--- src/rtl/dec_onehot_scan.sv ---
// dec_onehot_scan: registered N-to-2^N one-hot decoder with direct-select and auto-scan modes
module dec_onehot_scan #(
    parameter int SEL_W      = 2,
    parameter int DWELL_W    = 16,
    parameter bit ACTIVE_LOW = 1'b0,
    localparam int OUT_W     = 2 ** SEL_W
) (
    input  logic               clk,
    input  logic               rst_n,
    input  logic               en,
    input  logic               mode,
    input  logic [SEL_W-1:0]   sel_in,
    input  logic               sel_valid,
    input  logic [DWELL_W-1:0] dwell,
    output logic [OUT_W-1:0]   y,
    output logic [SEL_W-1:0]   cur_sel,
    output logic               wrap
);
    typedef enum logic [1:0] {IDLE, DIRECT, SCAN} state_t;
    localparam logic [OUT_W-1:0] INACTIVE = {OUT_W{ACTIVE_LOW}};
    state_t             state_q, state_d;
    logic [SEL_W-1:0]   sel_q, cur_sel_q, cur_sel_d;
    logic [DWELL_W-1:0] cnt_q, cnt_d, last_cnt;
    logic [OUT_W-1:0]   y_q, y_d;
    logic               wrap_q, wrap_d, scanning, step;

    // next state, scan stepping and the decoded value each output flop will take
    always_comb begin
        state_d   = !en ? IDLE : (mode ? SCAN : DIRECT);
        last_cnt  = (dwell == '0) ? '0 : dwell - DWELL_W'(1);
        scanning  = (state_q == SCAN) && (state_d == SCAN);
        step      = scanning && (cnt_q >= last_cnt);
        cnt_d     = (scanning && !step) ? cnt_q + DWELL_W'(1) : '0;
        cur_sel_d = (state_d == IDLE)   ? cur_sel_q :
                    (state_d == DIRECT) ? sel_q :
                    !scanning           ? '0 :
                    step                ? cur_sel_q + SEL_W'(1) : cur_sel_q;
        wrap_d    = step && (&cur_sel_q);
        y_d       = (state_d == IDLE) ? INACTIVE : ((OUT_W'(1) << cur_sel_d) ^ INACTIVE);
    end

    // state, select latch, dwell counter and registered outputs
    always_ff @(posedge clk) begin
        if (!rst_n) begin
            state_q   <= IDLE;
            sel_q     <= '0;
            cur_sel_q <= '0;
            cnt_q     <= '0;
            y_q       <= INACTIVE;
            wrap_q    <= 1'b0;
        end else begin
            state_q   <= state_d;
            sel_q     <= sel_valid ? sel_in : sel_q;
            cur_sel_q <= cur_sel_d;
            cnt_q     <= cnt_d;
            y_q       <= y_d;
            wrap_q    <= wrap_d;
        end
    end

    assign y       = y_q;
    assign cur_sel = cur_sel_q;
    assign wrap    = wrap_q;
endmodule

--- config.mk ---
export PLATFORM = sky130hd
export DESIGN_NAME = dec_onehot_scan
export DESIGN_NICKNAME = d
export VERILOG_FILES = /design/src/rtl/dec_onehot_scan.sv
export SDC_FILE = /design/constraint.sdc
export NUM_CORES = 1
export LEC_CHECK = 0
export BUFFER_PORTS_ARGS = -buffer_cell sky130_fd_sc_hd__buf_2
export CORE_ASPECT_RATIO = 1.5
export CORE_MARGIN = 8
export CORE_UTILIZATION = 55
export CTS_CLUSTER_SIZE = 28
export DETAILED_ROUTE_END_ITERATION = 10
export PLACE_DENSITY_LB_ADDON = 0.12
export REMOVE_ABC_BUFFERS = 1
export SYNTH_ARGS = -nofsm -noshare
export SYNTH_HDL_FRONTEND = slang
export SYNTH_SLANG_ARGS = --single-unit
--- constraint.sdc ---
create_clock -name clk -period 4.3 [get_ports clk]
set_input_delay 0.43 -clock clk [delete_from_list [all_inputs] [get_ports clk]]
set_output_delay 0.43 -clock clk [all_outputs]
set_load 0.02 [all_outputs]
After elaboration in Yosys (flattened, before gate mapping)

Cells that the tools add are included.

Flip-flop bits (word level): 27
Input port bits: 23
Output and inout port bits: 7
Logic and storage cells: 32

$add $sub $neg: 3
Magnitude comparators: 1
Equality and inequality tests: 3
Shifts and indexed selects: 1
Multiplexer cells: 7
Bitwise logic cells: 1
Reductions and logical operators: 10

Operators by type and width:

| kind                    | count |
|---|---|
| $add A16 B1 Y16 const B | 1 |
| $ge A16 B16 Y1          | 1 |
| $logic_not A16 Y1       | 1 |
| $mux W16                | 1 |
| $sub A16 B1 Y16 const B | 1 |
| $mux W2                 | 6 |
| $eq A2 B2 Y1 const B    | 2 |
| $logic_and A1 B1 Y1     | 4 |
| $reduce_and A2 Y1       | 2 |
| $shl A1 B2 Y4 const A   | 1 |
| $add A2 B1 Y2 const B   | 1 |
| $eq A2 B1 Y1 const B    | 1 |
| $logic_not A2 Y1        | 1 |
| $reduce_or A2 Y1        | 1 |
| $logic_not A1 Y1        | 1 |
| $not A1 Y1              | 1 |

Depth between registers and ports, before layout

Gate-level depths: netlist of run 1.

Word-level depth: 10
Gate-level depth with buffers: 15
Depth with buffers taken out: 13

Worst setup path before layout of run 1

No wires, ideal clock.

Path type: input to register
Start point: input port dwell[10]
End point: register cnt_q[6]
Setup time: 62 ps
Data arrival time: 3242 ps
Required time: 4238 ps
Path slack: 996 ps
Cell stages on the path: 15
Path buffers: 3
Cell sequence: or4_1 > nor4_2 > and2b_1 > nand4b_2 > buf_2 > nand2_1 > ha_1 > a31oi_1 > nor2b_1 > o311ai_4 > nand3_2 > or2_1 > buf_6 > buf_12 > nor2_4

Cells in the longest elaborated chain, start to end: 7
Elaborated cells on any way between the ends: 8
Classes of those cells: add/sub: 1; order compare: 1; mux: 1; reduce/logical: 5

RTL lines:

| what                                                 | line | RTL |
|---|---|---|
| start, declared                                      | 14   | `input logic [DWELL_W-1:0] dwell,` |
| $sub A16 B1 Y16 or $logic_not A16 Y1 (tied branches) | 30   | `last_cnt = (dwell == '0) ? '0 : dwell - DWELL_W'(1);` |
| $mux W16 (*)                                         | 30   |  |
| $ge A16 B16 Y1 (*)                                   | 32   | `step = scanning && (cnt_q >= last_cnt);` |
| $logic_and A1 B1 Y1 (*)                              | 32   |  |
| $logic_not A1 Y1 (*)                                 | 33   | `cnt_d = (scanning && !step) ? cnt_q + DWELL_W'(1) : '0;` |
| $logic_and A1 B1 Y1 (*)                              | 33   |  |
| $reduce_and A2 Y1 (no line) (*)                      | -    |  |
| end signal, assigned                                 | 55   | `cnt_q <= cnt_d;` |
| end, declared                                        | 23   | `logic [DWELL_W-1:0] cnt_q, cnt_d, last_cnt;` |

Every way passes the cells marked *; elsewhere a longest branch is shown, timed or not.
A chain may end at the register's enable or synchronous reset.

Worst setup path in the final report of run 1

Start point: input port dwell[10]
End point: register cnt_q[15]

Same word-level chain as after synthesis.

==> results.sh, run 1 <==
export IMPL_fmax_ghz=0.287
export IMPL_fp_row_count=26
export IMPL_cp_arrival_ns=3.70
export IMPL_drc=0
export IMPL_initial_core_util_pct=56.8
export IMPL_finalWirelength_um=3450
export IMPL_cts_buffers=3
export IMPL_ys_seq_area_share_pct=28.4
export IMPL_grt_util_all_layers_pct=12.8
export IMPL_slew_violations=0
export IMPL_grt_pass1_wl_um=6020
export IMPL_ioPinCount=30
export IMPL_cts_root_buf="clkbuf_8"
export IMPL_dp_hpwl_um=2920
export IMPL_fin_crit_ns=3.49
export IMPL_synthArstFlopShare_pct=0
export IMPL_maxCapViolCount=0
export IMPL_ys_ff_latch=27
export IMPL_skew_ns=0.00748
export IMPL_syn_area_um2=1900
export IMPL_relSlewSlack_pct=71.9
export IMPL_vias=1501
export IMPL_grt_pass1_vias=1420
export IMPL_status="finished clean"
export IMPL_ys_types=44
export IMPL_rsz0062_at_grt="no"
export IMPL_fin_hold_ws_ns=0.353
export IMPL_die_x_um=64.0
export IMPL_cp_required_ns=4.51
export IMPL_avgSynthCellArea_um2=8.68
export IMPL_insertion_delay_ns=0.28
export IMPL_leakage_nw=0.951
export IMPL_antenna_found_initial=0
export IMPL_worstSetupPathType="primary input to flip-flop"
export IMPL_core_um2=3350
export IMPL_post_cts_resized=0
export IMPL_end_kind="flip-flop"
export IMPL_antenna_left=0
export IMPL_cts_hold_buffers=0
export IMPL_ir_drop_mv=0.126
export IMPL_setup_viol_count_final=0
export IMPL_yosys_warnings=0
export IMPL_viasPerCell=5.16
export IMPL_clk_pin_slew_worst_paths_ns=0.10
export IMPL_final_setup_tns_ns=0
export IMPL_nNetsFinal=293
export IMPL_path_cells="buf_2 -> or4_1 -> nor4_2 -> and2b_1 -> nand4b_2 -> nand2b_1 -> ha_1 -> nor2b_1 -> o211a_1 -> o311ai_4 -> nand3_2 -> or2_1 -> buf_4 -> nor2_1"
export IMPL_syn_inst=219
export IMPL_drt_iter0_drc=56
export IMPL_die_area_um2=5630
export IMPL_tightestPinTransition_ns=0.420
export IMPL_first_pass_iters=4
export IMPL_finalHoldViolCount=0
export IMPL_cts_setup_buffers=0
export IMPL_hp_class="primary input to flip-flop"
export IMPL_max_stage_delay_ns=0.59
export IMPL_grt_max_degree=17
export IMPL_fill_cells=323
export IMPL_cts_sinks=27
export IMPL_synth_edf_count=0
export IMPL_cp_slowest_cell="or4_1"
export IMPL_die_h_um=88.0
export IMPL_gr_total_overflow=0
export IMPL_drive_gt1_share_pct=20.1
export IMPL_power_density_nw_per_um2=218
export IMPL_area_growth_pct=11.3
export IMPL_port_buffer_count=29
export IMPL_htree_levels=1
export IMPL_cts_max_path_buffers=2
export IMPL_gp_congestion=0.764
export IMPL_antennaDiodeCount=0
export IMPL_cts_tree="built"
export IMPL_drt_wirelength_per_cell_um=11.9
export IMPL_cp_max_fo=16
export IMPL_timing_final_crit_share_pct=81.1
export IMPL_synth_ff_type="dfxtp_1"
export IMPL_start_kind="primary input"
[layout make-up]
type,count,area (um2),share of cell area [%]
clock buffers,3,41.3,1.95
clock inverters,1,7.51,0.355
inverters,7,26.3,1.24
multi-input cells,181,1290,61.2
flip-flops and latches,27,541,25.5
well taps,42,52.6,2.48
repair buffers,30,153,7.21
[cell usage in the layout, fill, tap and decap left out, types with 3 or more instances in the layout]
| cell type | netlist | final |
|---|---|---|
| a21oi_1 | 7 | 7 |
| and2_1 | 3 | 3 |
| and3_1 | 6 | 6 |
| buf_2 | 1 | 29 |
| clkbuf_8 | 0 | 3 |
| dfxtp_1 | 27 | 27 |
| ha_1 | 20 | 20 |
| inv_1 | 7 | 7 |
| mux2i_1 | 4 | 4 |
| nand2_1 | 38 | 38 |
| nand3_1 | 5 | 5 |
| nor2_1 | 20 | 20 |
| nor2_4 | 8 | 8 |
| nor2b_1 | 4 | 4 |
| nor3_1 | 5 | 5 |
| nor4_1 | 3 | 3 |
| o21ai_0 | 3 | 3 |
| xnor2_1 | 11 | 11 |
| xor2_1 | 15 | 15 |
[synthesized netlist by cell type, types with 3 or more instances]
| master | n | area, um2 |
|---|---|---|
| nor4_1 | 3 | 18.8 |
| nor2b_1 | 4 | 25.0 |
| nand2_1 | 38 | 143 |
| nand3_1 | 5 | 25.0 |
| nor2_4 | 8 | 90.1 |
| nor2_1 | 20 | 75.1 |
| inv_1 | 7 | 26.3 |
| xor2_1 | 15 | 131 |
| o21ai_0 | 3 | 15.0 |
| a21oi_1 | 7 | 35.0 |
| and3_1 | 6 | 37.5 |
| nor3_1 | 5 | 25.0 |
| mux2i_1 | 4 | 40.0 |
| xnor2_1 | 11 | 96.3 |
| dfxtp_1 | 27 | 541 |
| ha_1 | 20 | 250 |
| and2_1 | 3 | 18.8 |
[kinds of logic after synthesis]
group	after synthesis	synth area share, %
flops	27	28.4
fa+ha+maj	20	13.2
compound gates	17	6.38
mux	5	2.70
buf+inv	11	3.49
xor+xnor	26	12.0
simple gates	113	33.9
[per-stage QoR]
stage / worst slack, ns / cells / cell area [um2] / utilization, % / total power (W)
global route: 0.499 / 291 / 2120 / 63.1 / 0.000480
CTS: 0.787 / 291 / 2120 / 63.1 / 0.000466
global placement: 0.577 / 287 / 2070 / 61.7 / 0.000319
finish: 0.813 / 291 / 2120 / 63.1 / 0.000461
floorplan: 0.684 / 215 / 1860 / - / 0.000295
detailed placement: 0.496 / 287 / 2070 / 61.7 / 0.000320
[metal layers]
layer  GRT usage (%)  wire (um)  vias up
met5               0          0        -
met4            3.67         34        0
met3            3.33        173        5
met2            23.4       1660       31
met1            14.0       1580      656
li1                -          -      809
[flip-flops by register name, indices dropped and copies added, names as in the netlist]
register  count
cur_sel       2
sel_q         2
state_q       2
cnt_q        16
wrap          1
y             4
[path summary, 6_finish.rpt]
| kind | start | to | slack [ns] | depth (start not counted) |
|---|---|---|---|---|
| hold / removal | mode | state_q[0]$_SDFF_PN0_ | 0.35 | 2 |
| setup / recovery | dwell[10] | cnt_q[15]$_SDFF_PN0_ | 0.81 | 14 |
| setup reg to reg | cnt_q[1]$_SDFF_PN0_ | cnt_q[15]$_SDFF_PN0_ | 2.14 | 8 |
| hold reg to reg | cnt_q[0]$_SDFF_PN0_ | cnt_q[0]$_SDFF_PN0_ | 0.49 | 1 |
[report_power, final]
part	switching [W]	total, W	internal [W]
logic	0.0000324	0.0000590	0.0000266
registers	0.00000137	0.000254	0.000253
clock network	0.0000817	0.000148	0.0000658
total	0.000116	0.000461	0.000345
[critical path: cells and delay by family]
family / cells / cell delay [ns]
AO/OA/AOI/OAI: 2 / 0.52
AND/OR/NAND/NOR: 9 / 2.14
buffers and inverters: 2 / 0.35
adder cells (fa/ha/maj): 1 / 0.25
No activity file was read; power rests on OpenSTA's default activity.
==> inputs of run 2 (changes only) <==
--- a/config.mk
+++ b/config.mk
@@ -8,7 +8,7 @@
 export BUFFER_PORTS_ARGS = -buffer_cell sky130_fd_sc_hd__buf_2
 export CORE_ASPECT_RATIO = 1.5
 export CORE_MARGIN = 8
-export CORE_UTILIZATION = 55
+export CORE_UTILIZATION = 51
 export CTS_CLUSTER_SIZE = 28
 export DETAILED_ROUTE_END_ITERATION = 10
 export PLACE_DENSITY_LB_ADDON = 0.12
==> constraint.sdc (replaced) <==
create_clock -name clk -period 3.2 [get_ports clk]
set_input_delay 0.32 -clock clk [delete_from_list [all_inputs] [get_ports clk]]
set_output_delay 0.32 -clock clk [all_outputs]
set_load 0.02 [all_outputs]
==> results.sh, run 2 (synthesized netlist as in run 1, its figures left out) <==
export IMPL_clk_pin_slew_worst_paths_ns=0.09
export IMPL_antennaDiodeCount=0
export IMPL_gr_total_overflow=0
export IMPL_reg2regPathDepth=8
export IMPL_grt_max_degree=17
export IMPL_wl_met3_um=180
export IMPL_worstSetupPathType="primary input to flip-flop"
export IMPL_cts_tree="built"
export IMPL_top_register="cnt_q"
export IMPL_cp_max_fo=5
export IMPL_ioPinCount=30
export IMPL_finalHoldViolCount=0
export IMPL_most_common_layout_cells="nand2_1, dfxtp_1, buf_2"
export IMPL_relSlewSlack_pct=65.9
export IMPL_setup_ws_ns=0.0247
export IMPL_grt_pass1_wl_um=6620
export IMPL_antenna_left=0
export IMPL_rsz0062_at_grt="yes"
export IMPL_drt_iter0_drc=58
export IMPL_largest_reg_flops=16
export IMPL_fmax_ghz=0.315
export IMPL_htree_levels=1
export IMPL_viasPerCell=5.07
export IMPL_initial_core_util_pct=52.6
export IMPL_die_area_um2=5980
export IMPL_die_h_um=90.8
export IMPL_slew_violations=0
export IMPL_core_um2=3610
export IMPL_skew_ns=0.00396
export IMPL_maxCapViolCount=0
export IMPL_cp_required_ns=3.37
export IMPL_start_kind="primary input"
export IMPL_dp_hpwl_um=3210
export IMPL_first_pass_iters=4
export IMPL_drc=0
export IMPL_timing_final_crit_share_pct=99.2
export IMPL_insertion_delay_ns=0.27
export IMPL_fp_row_count=27
export IMPL_status="finished clean"
export IMPL_cts_max_path_buffers=2
export IMPL_port_buffer_count=29
export IMPL_cts_root_buf="clkbuf_8"
export IMPL_leakage_nw=1.11
export IMPL_fin_hold_ws_ns=0.258
export IMPL_vias=1596
export IMPL_p_total_w=0.000634
export IMPL_gp_congestion=0.844
export IMPL_dr_wl_met2_um=2160
export IMPL_ir_drop_mv=0.199
export IMPL_die_x_um=65.9
export IMPL_hp_class="primary input to flip-flop"
export IMPL_setup_viol_count_final=0
export IMPL_cts_sinks=27
export IMPL_antenna_found_initial=0
export IMPL_cp_arrival_ns=3.34
export IMPL_drt_wirelength_per_cell_um=13.2
export IMPL_grt_pass1_vias=1589
export IMPL_drive_gt1_share_pct=33.5
export IMPL_power_density_nw_per_um2=258
export IMPL_hold_depth=2
export IMPL_wl_met1_um=1720
export IMPL_grt_util_all_layers_pct=13.5
export IMPL_layout_commonest_cell="nand2_1"
export IMPL_routed_top_layer="met4"
export IMPL_cts_buffers=3
export IMPL_end_kind="flip-flop"
export IMPL_nNetsFinal=316
export IMPL_area_growth_pct=29.2
export IMPL_pre_cts_slack_ns=-0.291
export IMPL_finalWirelength_um=4150
export IMPL_fin_crit_ns=3.18
export IMPL_tightestPinTransition_ns=0.511
==> run 2: per-stage QoR <==
stage	util [%]	cell area [um2]	cells	TNS, ns
CTS	63.3	2290	313	0
detailed placement	61.9	2240	309	-3.50
global placement	61.9	2240	309	-2.68
global route	68.0	2460	315	-0.540
floorplan	-	1860	215	-5.42
finish	68.0	2460	315	0
==> run 2: worst paths after layout <==
| kind | startpoint | endpoint | slack, ns |
|---|---|---|---|
| worst max-delay path | dwell[10] | y[3]$_SDFF_PP0_ | 0.02 |
| worst min-delay path | mode | state_q[0]$_SDFF_PN0_ | 0.26 |
| worst max register to register | cnt_q[0]$_SDFF_PN0_ | y[3]$_SDFF_PP0_ | 1.06 |
| worst min register to register | cnt_q[0]$_SDFF_PN0_ | cnt_q[0]$_SDFF_PN0_ | 0.51 |
==> run 2: repair_timing <==
item | 4_1_cts | 5_1_grt
resized for setup | 1 | 31
hold buffers | 0 | 0
gates cloned | 0 | 1
endpoints found under the setup margin | 1 | 22
setup buffers | 0 | 1
pin swaps | 0 | 26
==> run 2: worst max-delay path, cell delays in order <==
cell      delay [ns]
buf_6           0.09
or4_4           0.54
nor4_4          0.30
and2b_2         0.22
nand3_2         0.07
mux2i_1         0.13
ha_1            0.32
nand2_2         0.09
nor4_4          0.39
o311ai_4        0.18
nand4b_1        0.11
or3b_4          0.41
nor3b_2         0.16
==> run 2: area by class of cell <==
cell class / count / area (um2)
Clock buffer: 4 / 45.0
Fill cell: 308 / 1160
Inverter: 7 / 26.3
Multi-Input combinational cell: 181 / 1420
Sequential cell: 27 / 541
Tap cell: 43 / 53.8
Timing Repair Buffer: 53 / 375
==> run 2: where the power goes <==
part / total [W] / switching (W) / internal (W)
Combinational: 0.000103 / 0.0000516 / 0.0000510
Clock: 0.000189 / 0.000100 / 0.0000892
Sequential: 0.000342 / 0.00000201 / 0.000340
Total: 0.000634 / 0.000154 / 0.000480
==> run 2: metal layers <==
metal	up-vias	track usage (%)
met5	-	0
met2	30	24.4
met1	711	14.1
li1	849	-
met4	0	5.48
met3	6	2.98
==> inputs of run 3 (changes only) <==
--- a/config.mk
+++ b/config.mk
@@ -8,7 +8,7 @@
 export BUFFER_PORTS_ARGS = -buffer_cell sky130_fd_sc_hd__buf_2
 export CORE_ASPECT_RATIO = 1.5
 export CORE_MARGIN = 8
-export CORE_UTILIZATION = 51
+export CORE_UTILIZATION = 48
 export CTS_CLUSTER_SIZE = 28
 export DETAILED_ROUTE_END_ITERATION = 10
 export PLACE_DENSITY_LB_ADDON = 0.12
==> results.sh, run 3 (synthesized netlist as in run 1, its figures left out) <==
export IMPL_status="finished clean"
export IMPL_first_pass_iters=4
export IMPL_gp_congestion=0.767
export IMPL_drc=0
export IMPL_fp_row_count=28
export IMPL_most_common_layout_cells="nand2_1, buf_2, dfxtp_1"
export IMPL_fill_cells=377
export IMPL_die_x_um=67.4
export IMPL_cp_top_family="simple AND/OR/NAND/NOR gates"
export IMPL_drt_wirelength_per_cell_um=12.7
export IMPL_tightestPinTransition_ns=0.424
export IMPL_cts_root_buf="clkbuf_8"
export IMPL_ir_drop_mv=0.194
export IMPL_drt_iter0_drc=42
export IMPL_antenna_left=0
export IMPL_cts_max_path_buffers=2
export IMPL_drive_gt1_share_pct=30.0
export IMPL_setup_viol_count_final=0
export IMPL_grt_pass1_wl_um=6750
export IMPL_die_h_um=93.1
export IMPL_cp_num_buf_inv=2
export IMPL_antennaDiodeCount=0
export IMPL_skew_ns=0.00534
export IMPL_leakage_nw=1.07
export IMPL_nNetsFinal=314
export IMPL_largest_reg_flops=16
export IMPL_gr_total_overflow=0
export IMPL_ioPinCount=30
export IMPL_port_buffer_count=29
export IMPL_grt_util_all_layers_pct=13.4
export IMPL_dp_hpwl_um=3340
export IMPL_start_kind="primary input"
export IMPL_power_density_nw_per_um2=270
export IMPL_insertion_delay_ns=0.27
export IMPL_fin_hold_ws_ns=0.250
export IMPL_core_um2=3890
export IMPL_cp_required_ns=3.37
export IMPL_relSlewSlack_pct=71.6
export IMPL_hp_class="primary input to flip-flop"
export IMPL_timing_final_crit_share_pct=95.9
export IMPL_finalHoldViolCount=0
export IMPL_layout_commonest_cell="nand2_1"
export IMPL_end_kind="flip-flop"
export IMPL_initial_core_util_pct=48.9
export IMPL_cp_max_fo=5
export IMPL_slew_violations=0
export IMPL_cts_sinks=27
export IMPL_grt_max_degree=17
export IMPL_cts_tree="built"
export IMPL_die_area_um2=6270
export IMPL_finalWirelength_um=4000
export IMPL_final_util_pct=60.5
export IMPL_cts_buffers=3
export IMPL_viasPerCell=5.11
export IMPL_area_growth_pct=23.7
export IMPL_finish_instance_area_um2=2350
export IMPL_cp_arrival_ns=3.24
export IMPL_antenna_found_initial=0
export IMPL_clk_pin_slew_worst_paths_ns=0.09
export IMPL_fmax_ghz=0.326
export IMPL_final_setup_tns_ns=0
export IMPL_rsz0062_at_grt="no"
export IMPL_top_usage_layer="met2"
export IMPL_grtUsageMet2_pct=24.6
export IMPL_fin_crit_ns=3.07
export IMPL_grt_use_met1_pct=14.3
export IMPL_cp_slowest_cell="or4_4"
export IMPL_cts_hold_buffers=0
export IMPL_ff2ff_setup_slack_ns=1.03
export IMPL_vias=1610
export IMPL_placed_cell_area_um2=2240
export IMPL_worstSetupPathType="primary input to flip-flop"
export IMPL_maxCapViolCount=0
export IMPL_top_register="cnt_q"
export IMPL_path_cells="buf_2 -> or4_4 -> buf_4 -> nor4_4 -> xor2_1 -> nand2_1 -> ha_1 -> nand2_1 -> nor4_4 -> o311ai_4 -> nand4b_1 -> or3b_4 -> and2_1"
export IMPL_grtUsageMet3_pct=2.63
export IMPL_htree_levels=1
export IMPL_grt_pass1_vias=1593
export IMPL_max_stage_delay_ns=0.55
-- run 3: final cells by class --
class | instances | area [um2] | share of cell area, %
sequential | 27 | 541 | 23.0
clock inverter | 1 | 5.00 | 0.213
tap | 45 | 56.3 | 2.39
clock buffer | 3 | 41.3 | 1.76
multi-input combinational | 181 | 1360 | 57.8
inverter | 7 | 26.3 | 1.12
timing repair buffer | 51 | 323 | 13.7
-- run 3: through the flow --
stage               total power [W]  worst slack (ns)  std cells
global placement           0.000443            -0.242        311
floorplan                  0.000397            -0.306        215
CTS                        0.000638            0.0216        315
global route               0.000668           0.00641        315
finish                     0.000635             0.131        315
detailed placement         0.000444            -0.351        311
-- run 3: power by group --
part           internal (W)  switching, W  total (W)
Combinational     0.0000477     0.0000511  0.0000987
Sequential         0.000340    0.00000184   0.000342
Clock             0.0000873      0.000107   0.000194
-- run 3: worst paths after layout --
kind	to	from	cells after the start
setup / recovery	cur_sel[0]$_SDFF_PN0_	dwell[10]	13
hold / removal	state_q[0]$_SDFF_PN0_	mode	2
setup reg to reg	cnt_q[14]$_SDFF_PN0_	cnt_q[1]$_SDFF_PN0_	8
hold reg to reg	cnt_q[0]$_SDFF_PN0_	cnt_q[0]$_SDFF_PN0_	1
-- run 3: timing repair --
| item | in CTS | in global routing |
|---|---|---|
| buffers inserted | 0 | 0 |
| gates resized for setup | 4 | 9 |
| setup endpoints to repair | 5 | 21 |
| pin swaps | 2 | 3 |
-- run 3: metal layers --
metal / share of wire (%) / up-vias / wire (um)
met2: 53 / 35 / 2110
li1: - / 847 / -
met4: 2.1 / 0 / 85
met1: 41 / 721 / 1620
met5: 0 / - / 0
met3: 4.4 / 7 / 176
